### config.mk
export PLATFORM = sky130hd
export DESIGN_NAME = alu_seq
export DESIGN_NICKNAME = d
export VERILOG_FILES = /design/src/rtl/alu_pkg.sv /design/src/rtl/bcd_digit.sv /design/src/rtl/alu_seq.sv
export SDC_FILE = /design/constraint.sdc
export NUM_CORES = 1
export LEC_CHECK = 0
export CAP_MARGIN = 20
export CORE_ASPECT_RATIO = 1.5
export CORE_MARGIN = 1.5
export CORE_UTILIZATION = 40
export CTS_CLUSTER_SIZE = 16
export DETAILED_ROUTE_END_ITERATION = 6
export PLACE_DENSITY = 0.61
export RECOVER_POWER = 50
export SLEW_MARGIN = 20
export SYNTH_ARGS = -nofsm -noshare
export SYNTH_HDL_FRONTEND = slang
export SYNTH_SLANG_ARGS = --single-unit
### constraint.sdc
create_clock -name clk -period 2.9 [get_ports clk]
set_input_delay 0.58 -clock clk [delete_from_list [all_inputs] [get_ports clk]]
set_output_delay 0.58 -clock clk [all_outputs]
set_load 0.05 [all_outputs]
### src/rtl/alu_pkg.sv
// Shared opcodes, status bit positions and FSM encoding for the sequential ALU.
package alu_pkg;

   localparam logic [3:0] OP_ADD = 4'd0;
   localparam logic [3:0] OP_ADC = 4'd1;
   localparam logic [3:0] OP_SBC = 4'd2;
   localparam logic [3:0] OP_AND = 4'd3;
   localparam logic [3:0] OP_EOR = 4'd4;
   localparam logic [3:0] OP_ORA = 4'd5;
   localparam logic [3:0] OP_BIT = 4'd6;
   localparam logic [3:0] OP_ASL = 4'd7;
   localparam logic [3:0] OP_LSR = 4'd8;
   localparam logic [3:0] OP_ROL = 4'd9;
   localparam logic [3:0] OP_ROR = 4'd10;
   localparam logic [3:0] OP_CMP = 4'd11;

   localparam int C_BIT = 7;
   localparam int Z_BIT = 6;
   localparam int I_BIT = 5;
   localparam int D_BIT = 4;
   localparam int B_BIT = 3;
   localparam int V_BIT = 2;
   localparam int N_BIT = 1;

   typedef enum logic [1:0] {
      ST_IDLE = 2'd0,
      ST_BCD  = 2'd1,
      ST_DONE = 2'd2
   } alu_state_e;

endpackage

### src/rtl/bcd_digit.sv
// One decimal digit of BCD add (carry in/out) or subtract (borrow in/out).
// Out-of-range input digits go through the same arithmetic unflagged.
module bcd_digit (
   input  logic [3:0] a,
   input  logic [3:0] b,
   input  logic       cin,
   input  logic       sub,
   output logic [3:0] digit,
   output logic       cout
);

   logic [4:0] sum;
   logic [4:0] diff;

   // Digit sum/difference with decimal correction; diff[4] is the sign of a-b-bw.
   always_comb begin
      sum   = {1'b0, a} + {1'b0, b} + {4'd0, cin};
      diff  = {1'b0, a} - {1'b0, b} - {4'd0, cin};
      digit = sum[3:0];
      cout  = 1'b0;
      if (sub) begin
         cout  = diff[4];
         digit = diff[4] ? diff[3:0] + 4'd10 : diff[3:0];
      end else begin
         cout  = (sum > 5'd9);
         digit = (sum > 5'd9) ? sum[3:0] - 4'd10 : sum[3:0];
      end
   end

endmodule

### src/rtl/alu_seq.sv
// Registered, handshaked 6502-style ALU with nibble-serial decimal ADC/SBC.
//
//  state   | meaning
//  --------+------------------------------------------------------------
//  ST_IDLE | nothing held, ready for an op
//  ST_BCD  | decimal ADC/SBC in flight, one nibble per cycle, not ready
//  ST_DONE | result held with out_valid; ready only when consumer is
module alu_seq
   import alu_pkg::*;
#(
   parameter int WIDTH      = 8,
   parameter bit DECIMAL_EN = 1'b1
) (
   input  logic             clk,
   input  logic             rst,
   input  logic             in_valid,
   output logic             in_ready,
   input  logic [3:0]       op,
   input  logic [WIDTH-1:0] accumulator,
   input  logic [WIDTH-1:0] operand_2,
   input  logic [7:0]       status,
   output logic             out_valid,
   input  logic             out_ready,
   output logic [WIDTH-1:0] result,
   output logic [7:0]       status_out,
   output logic             illegal_op
);

   localparam int MSB  = WIDTH - 1;
   localparam int NIBS = (WIDTH / 4 > 0) ? WIDTH / 4 : 1;
   localparam int CW   = (NIBS > 1) ? $clog2(NIBS) : 1;

   alu_state_e       state;
   logic [WIDTH-1:0] a_q;
   logic [WIDTH-1:0] b_q;
   logic [WIDTH-1:0] bcd_acc;
   logic             cy_q;
   logic             sub_q;
   logic [7:0]       status_q;
   logic [CW-1:0]    nib_cnt;

   logic             accept;
   logic             dec_op;
   logic [WIDTH-1:0] b_eff;
   logic             add_cin;
   logic [WIDTH:0]   bin_sum;
   logic             bin_v;
   logic [WIDTH-1:0] nxt_res;
   logic [7:0]       nxt_st;
   logic             nxt_ill;
   logic             set_zn;
   logic [7:0]       dec_st;
   logic [3:0]       dig;
   logic             dig_cout;
   logic [WIDTH-1:0] bcd_next;
   logic [7:0]       fin_st;

   assign in_ready = (state == ST_IDLE) || ((state == ST_DONE) && out_ready);
   assign accept   = in_valid && in_ready;
   assign dec_op   = DECIMAL_EN && status[D_BIT] && ((op == OP_ADC) || (op == OP_SBC));

   // Adder operand selection: subtract-style ops add the complement of B.
   always_comb begin
      b_eff   = ((op == OP_SBC) || (op == OP_CMP)) ? ~operand_2 : operand_2;
      add_cin = 1'b0;
      case (op)
         OP_ADC, OP_SBC: add_cin = status[C_BIT];
         OP_CMP:         add_cin = 1'b1;
         default:        add_cin = 1'b0;
      endcase
   end

   assign bin_sum = {1'b0, accumulator} + {1'b0, b_eff} + (WIDTH + 1)'(add_cin);
   assign bin_v   = (accumulator[MSB] == b_eff[MSB]) && (bin_sum[MSB] != accumulator[MSB]);

   // Single-cycle result and flags for every binary op and for illegal opcodes.
   always_comb begin
      nxt_res = accumulator;
      nxt_st  = status;
      nxt_ill = 1'b0;
      set_zn  = 1'b1;
      case (op)
         OP_ADD, OP_ADC, OP_SBC: begin
            nxt_res       = bin_sum[WIDTH-1:0];
            nxt_st[C_BIT] = bin_sum[WIDTH];
            nxt_st[V_BIT] = bin_v;
         end
         OP_AND: nxt_res = accumulator & operand_2;
         OP_EOR: nxt_res = accumulator ^ operand_2;
         OP_ORA: nxt_res = accumulator | operand_2;
         OP_BIT: begin
            set_zn        = 1'b0;
            nxt_st[Z_BIT] = ~|(accumulator & operand_2);
            nxt_st[N_BIT] = operand_2[MSB];
            nxt_st[V_BIT] = operand_2[WIDTH-2];
         end
         OP_ASL: begin
            nxt_res       = {operand_2[WIDTH-2:0], 1'b0};
            nxt_st[C_BIT] = operand_2[MSB];
         end
         OP_LSR: begin
            nxt_res       = {1'b0, operand_2[WIDTH-1:1]};
            nxt_st[C_BIT] = operand_2[0];
         end
         OP_ROL: begin
            nxt_res       = {operand_2[WIDTH-2:0], status[C_BIT]};
            nxt_st[C_BIT] = operand_2[MSB];
         end
         OP_ROR: begin
            nxt_res       = {status[C_BIT], operand_2[WIDTH-1:1]};
            nxt_st[C_BIT] = operand_2[0];
         end
         OP_CMP: begin
            set_zn        = 1'b0;
            nxt_st[C_BIT] = bin_sum[WIDTH];
            nxt_st[Z_BIT] = ~|bin_sum[WIDTH-1:0];
            nxt_st[N_BIT] = bin_sum[MSB];
         end
         default: begin
            set_zn  = 1'b0;
            nxt_ill = 1'b1;
         end
      endcase
      if (set_zn) begin
         nxt_st[Z_BIT] = ~|nxt_res;
         nxt_st[N_BIT] = nxt_res[MSB];
      end
   end

   // Decimal ops keep V from the binary sum taken at accept time.
   always_comb begin
      dec_st        = status;
      dec_st[V_BIT] = bin_v;
   end

   bcd_digit u_bcd_digit (
      .a     (a_q[3:0]),
      .b     (b_q[3:0]),
      .cin   (cy_q),
      .sub   (sub_q),
      .digit (dig),
      .cout  (dig_cout)
   );

   // Digits enter at the top of the accumulator and shift down, so the last
   // nibble lands with every digit in place.
   assign bcd_next = WIDTH'({dig, bcd_acc} >> 4);

   // Final decimal flags: C is carry out for ADC, inverted borrow for SBC.
   always_comb begin
      fin_st        = status_q;
      fin_st[C_BIT] = sub_q ? ~dig_cout : dig_cout;
      fin_st[Z_BIT] = ~|bcd_next;
      fin_st[N_BIT] = bcd_next[MSB];
   end

   // Control FSM and all registered outputs.
   always_ff @(posedge clk or negedge rst) begin
      if (!rst) begin
         state      <= ST_IDLE;
         a_q        <= '0;
         b_q        <= '0;
         bcd_acc    <= '0;
         cy_q       <= 1'b0;
         sub_q      <= 1'b0;
         status_q   <= '0;
         nib_cnt    <= '0;
         result     <= '0;
         status_out <= '0;
         out_valid  <= 1'b0;
         illegal_op <= 1'b0;
      end else begin
         case (state)
            ST_BCD: begin
               a_q     <= a_q >> 4;
               b_q     <= b_q >> 4;
               bcd_acc <= bcd_next;
               cy_q    <= dig_cout;
               if (nib_cnt == '0) begin
                  state      <= ST_DONE;
                  result     <= bcd_next;
                  status_out <= fin_st;
                  illegal_op <= 1'b0;
                  out_valid  <= 1'b1;
               end else begin
                  nib_cnt <= nib_cnt - CW'(1);
               end
            end
            ST_DONE: begin
               if (out_ready && !in_valid) begin
                  state     <= ST_IDLE;
                  out_valid <= 1'b0;
               end
            end
            default: ;
         endcase

         if (accept) begin
            if (dec_op) begin
               state     <= ST_BCD;
               out_valid <= 1'b0;
               a_q       <= accumulator;
               b_q       <= operand_2;
               sub_q     <= (op == OP_SBC);
               cy_q      <= (op == OP_SBC) ? ~status[C_BIT] : status[C_BIT];
               status_q  <= dec_st;
               nib_cnt   <= CW'(NIBS - 1);
            end else begin
               state      <= ST_DONE;
               out_valid  <= 1'b1;
               result     <= nxt_res;
               status_out <= nxt_st;
               illegal_op <= nxt_ill;
            end
         end
      end
   end

endmodule

# == Yosys cells after proc, flatten, opt, wreduce, memory -nomap -nowiden ==
# Index checks and enable logic that the tools add are counted.
# W data, S select, Z words.
# op_classes
addsub,9
n_mul,0
n_div,0
magnitude_cmp,1
eq_ne,17
n_shift,0
mux,52
bitwise,6
reduce_logical,29
# ops
cell,n
$mux W8,15
$pmux W8 S8,1
$reduce_or A8 Y1,4
$mux W1,22
$eq A4 B3 Y1 const B,4
$eq A4 B4 Y1 const B,4
$mux W4,3
$reduce_or A12 Y1,1
$pmux W1 S2,5
$reduce_or A10 Y1,1
$add A8 B8 Y9,1
$add A9 B1 Y9,1
$and A8 B8 Y8,1
$eq A4 B2 Y1 const B,2
$mux W2,4
$not A8 Y8,1
$or A8 B8 Y8,1
$xor A8 B8 Y8,1
$reduce_or A2 Y1,3
$add A4 B4 Y5,1
$add A5 B1 Y5,1
$gt A5 B4 Y1 const B,1
$logic_and A1 B1 Y1,5
$logic_not A1 Y1,5
other kinds (23),26
# totals
reg_bits,53
latchBits,0
ramBits,0
mem_bits_ro,0
out_inout_bits,19
word_cells,126
mem_count,0

# == Longest topological paths before layout ==
# Gate-level depths: netlist of run 1.
# logic_depth
ltp_word,11
depth_mapped,17

# == By module ==
# Synthesis of run 1 repeated with hierarchy kept, for this count alone.
# unflattened
hier_cells,472
area_unflattened_um2,4087.7
# modules_own_cells
module,instances,cells_each,area_per_inst_um2,seq_area_each_um2
alu_seq,1,400,3508.4,1176.1
bcd_digit,1,72,579.3,0.0

# == Least setup slack after synthesis of run 1 ==
# Ideal clock, no wire load.
# synth_path
path_kind,input to register
start,in op[2]
end,reg status_out[6]
setup_time_ns,0.087
arrival_ns,4.055
path_slack_ns,-1.242
cell_stages,15
cell_sequence,buf_2 -> buf_2 -> buf_2 -> or4_1 -> clkbuf_1 -> xnor2_1 -> fa_1 -> inv_1 -> fa_1 -> mux2_2 -> a221oi_1 -> and3_1 -> and4b_1 -> o211ai_1 -> a22oi_1
# synth_between
elab_chain_len,11
word_cells_on_any_way,32
classes_between,add/sub: 2; eq/ne: 11; mux: 8; reduce/logical: 11
# synth_rtl
item,line,rtl
from (decl),alu_seq.sv:18,"input logic [3:0] op,"
$eq A4 B2 Y1 / $eq A4 B4 Y1 (equally long branches),--,
$logic_or A1 B1 Y1,alu_seq.sv:64,b_eff = ((op == OP_SBC) || (op == OP_CMP)) ? ~operand_2 : operand_2;
$mux W8,alu_seq.sv:64,
$add A8 B8 Y9,alu_seq.sv:73,"assign bin_sum = {1'b0, accumulator} + {1'b0, b_eff} + (WIDTH + 1)'(add_cin);"
$add A9 B1 Y9,alu_seq.sv:73,
$pmux W8 S8 / $reduce_or A8 Y1 (equally long branches),"alu_seq.sv:82, alu_seq.sv:116",
$reduce_or A8 Y1 / $logic_not A1 Y1 (equally long branches),"alu_seq.sv:125, alu_seq.sv:116",
$logic_not A1 Y1 / $pmux W1 S2 (equally long branches),"alu_seq.sv:125, alu_seq.sv:82",
$mux W1,alu_seq.sv:124,if (set_zn) begin
$mux W8 *,alu_seq.sv:199,if (dec_op) begin
$mux W8 *,alu_seq.sv:198,if (accept) begin
to (signal assigned),alu_seq.sv:182,status_out <= fin_st;
to (signal assigned),alu_seq.sv:212,status_out <= nxt_st;
to (decl),alu_seq.sv:25,"output logic [7:0] status_out,"
# Mark *: on every way between the ends. The rest lies on a longest branch, timed or not.
# A chain may end at the register's enable or synchronous reset.

# == Worst setup path after layout of run 1 ==
# layout_path
start,in op[3]
end,reg status_out[6]
# The elaborated chain is that of the path after synthesis.

==> results by group, run 1 <==
Setup path
  – Crit-path leading delay family: simple AND/OR/NAND/NOR gates
  – Worst path arrival time: 3.56 ns
  – CP Data Required Time: 3.11 ns
  – Flop2flop setup slack: -0.16 ns
  – Cell mode on critical path: fa_2
  – Slowest cell on crit path: or4_4
  – Kind of end point of the critical path: flip-flop
  – Buf/Inv on CP: 2
  – Crit path kind: input port to flip-flop
  – Peak fanout along the critical path: 2
  – Crit path launch type: input port
  – Slowest cell delay on critical path: 0.52 ns
  – Critical path, cell by cell: buf_6 -> nor2b_4 -> or4_4 -> xnor2_4 -> fa_2 -> inv_2 -> fa_2 -> mux2_4 -> a221oi_2 -> and3_1 -> and4b_1 -> o211ai_1 -> a22oi_1

STA
  – Worst Tran Pin Value: 1.04 ns
  – Setup TNS Final: -2.51 ns
  – Worst Setup Slack, final: -0.446 ns
  – Final setup violation count: 11
  – Unrepaired setup endpoints after global routing: yes
  – Slew margin rel.: 0.308
  – Setup Skew: 0.00800 ns
  – FMAX: 299 MHz
  – Fin crit share: 1.15
  – Post-layout minimum cycle time: 3.35 ns
  – Slew Limit Fails: 0
  – Final hold vios: 0
  – Hold slack: 0.437 ns

Yosys
  – Yosys reg bits: 47
  – Net Count, Synth: 574
  – Synth top area cells: dfrtp_1, ha_1, nand2_1
  – Synth cell types: 62
  – Yosys top cell by area: dfrtp_1
  – Number of synthesized flops with an enable pin: 0
  – Most used flip-flop cell after synthesis: dfrtp_1
  – Mapped Cells: 502
  – Top-count cell post-synth: nand2_1
  – Yosys warning total: 0
  – Top cells by count, synth: nand2_1, dfrtp_1, o21ai_0
  – Seq/Total Area, Yosys: 0.285
  – Async S/R FF share, synth: 1.00
  – Synth top area share: 0.285
  – Syn Area/Cell: 8.21 um^2
  – Area of the mapped netlist: 4120 um^2

Placed design
  – IO buf count: 50
  – Pre-CTS WS: -1.21 ns
  – Area post-placement: 5440 um^2
  – GPL Wtd Cong: 1.03
  – # placed instances: 739
  – Final HPWL DP: 10.9 mm

Floorplan
  – IO Pins: 51
  – Die area: 10900 um^2
  – Starting Density: 0.409
  – Rows: 45
  – Core area: 10100 um^2
  – Die width: 85.9 um
  – Die height: 127 um

Job
  – Max-cap viol count: 0

Clock network
  – Number of CTS-inserted buffers: 5
  – Clock-pin slew on the worst setup and hold paths: 0.06 ns
  – Sink Count: 47
  – Skew-Pair Late Insertion Delay: 0.29 ns
  – CTS Hold Bufs: 0
  – Htree depth: 2
  – CTS tree: done
  – Maximum clock path buffer count: 2
  – CTS root buffer: clkbuf_16

Cells and area
  – Sequential Area: 1180 um^2
  – Nets: 708
  – Multi-input gate area: 3030 um^2
  – Post-Layout Cell Count: 753
  – ANT cells: 0
  – Final Cell Area: 5940 um^2
  – Area delta synth->final: 44.1%
  – Layout Utilization: 0.589
  – # fillers: 906
  – Layout cells sized above 1: 0.275

Route
  – 1st-pass router iterations: 7
  – Antenna Violating Nets Remaining: 0
  – Vias: 4324
  – Final Routed Wirelength: 14.1 mm
  – Mean number of vias per cell: 5.74
  – Iteration-0 DRC Markers: 209
  – Drt wl/cell: 18.7 um
  – DRC viols: 26

Global route
  – Initial antenna violation count: 0
  – Vias in the first global route: 4226
  – Total grt overflow: 0
  – Largest net degree at the start of global routing: 35
  – Total track usage: 0.258
  – Global-route wire length before repair: 21.7 mm

Power
  – Leakage: 2.74 nW
  – Switch share: 0.434
  – Internal power: 3.05 mW
  – P_sw: 2.34 mW
  – Sequential power share: 0.194
  – Power share of the combinational group: 0.688
  – VDD IR max: 0.000428 V
  – Pwr Density: 908 nW/um^2
  – Total power: 5.40 mW
  – Clock power share: 0.119

Run status
  – Failing checks: design-rule violations, negative setup slack
  – Status: complete, but fails checks

Min path
  – Worst min-delay path category: input port to asynchronous set/reset pin
-- flip-flops by register name (all words and copies together), names as in the netlist, 4 cells and up --
signal / flops
status_q: 5
result: 8
bcd_acc: 4
status_out: 8
a_q: 8
b_q: 8
-- placed cells by master (no fill, tap or decap), types with 5 or more instances in the layout --
cell / count
ha_1: 30
nand4_1: 5
clkbuf_16: 5
a21oi_1: 23
mux2i_1: 11
inv_1: 30
a211oi_1: 5
nor2b_1: 8
nand3_1: 5
o211ai_1: 6
nor3_1: 6
nor2_1: 30
a31oi_1: 9
nand2b_1: 9
xor2_1: 5
a21o_1: 7
xnor2_1: 10
dfrtp_1: 45
a21oi_2: 8
o21ai_0: 40
clkdlybuf4s50_1: 43
nand2_1: 66
and3_1: 9
buf_4: 97
o22ai_1: 5
-- cell families after synthesis --
logic type,synth area share
AND/OR/NAND/NOR,0.182
multiplexers,0.0455
flip-flops,0.285
AO/OA/AOI/OAI,0.243
buffers and inverters,0.0607
adder cells (fa/ha/maj),0.132
XOR/XNOR,0.0510
-- routing by layer --
metal,vias up,GRT usage,routed length [um]
li1,2047,-,-
met1,2077,0.297,5440
met2,145,0.451,7140
met3,55,0.0297,567
met4,0,0.158,911
met5,-,0,0
-- what timing repair did --
action                                  in CTS  in global routing
buffers inserted                             2                 11
resized for setup                           34                 44
pin swaps                                   11                 44
endpoints found under the setup margin      14                 17
-- worst register-to-register path, stage by stage, from the launching register on --
cell,delay [ns]
dfrtp_2,0.43
fa_1,0.48
fa_1,0.42
nand2b_2,0.20
a21oi_2,0.14
xnor2_1,0.09
or3_1,0.36
a32o_2,0.30
or2_0,0.26
and3_1,0.20
a21oi_2,0.10
-- path summary, 6_finish.rpt --
path / start / endpoint / cells after the start
max in group asynchronous: rst / a_q[0]$_DFF_PN0_ / 2
setup reg to reg: a_q[0]$_DFF_PN0_ / result[7]$_DFF_PN0_ / 10
setup / recovery: op[3] / status_out[6]$_DFF_PN0_ / 13
hold / removal: rst / status_out[5]$_DFF_PN0_ / 1
min in group clk: status_q[4]$_DFFE_PN0P_ / status_q[4]$_DFFE_PN0P_ / 1
hold reg to reg: status_q[4]$_DFFE_PN0P_ / status_q[4]$_DFFE_PN0P_ / 1
-- power groups by stage --
stage	logic [mW]	registers, mW	clock network, mW
finish	3.71	1.04	0.640
detailed placement	3.42	1.05	0
global placement	3.31	1.04	0
CTS	3.50	1.04	0.657
global route	4.03	1.07	0.681
floorplan	1.83	1.27	0
-- cell type report --
type,count,area share
clock buffer,5,0.0211
multi-input combinational,395,0.510
timing repair buffer,153,0.218
tap,117,0.0246
sequential,47,0.198
inverter,34,0.0217
clock inverter,2,0.00632
No activity file was read; power rests on OpenSTA's default activity.
==> run 2: changes to the inputs <==
--- a/config.mk
+++ b/config.mk
@@ -9,7 +9,7 @@
 export CORE_ASPECT_RATIO = 1.5
 export CORE_MARGIN = 1.5
 export CORE_UTILIZATION = 40
-export CTS_CLUSTER_SIZE = 16
+export CTS_CLUSTER_SIZE = 8
 export DETAILED_ROUTE_END_ITERATION = 6
 export PLACE_DENSITY = 0.61
 export RECOVER_POWER = 50
==> results of run 2 <==
The final DEF is identical to that of run 1; final timing and power are the same.
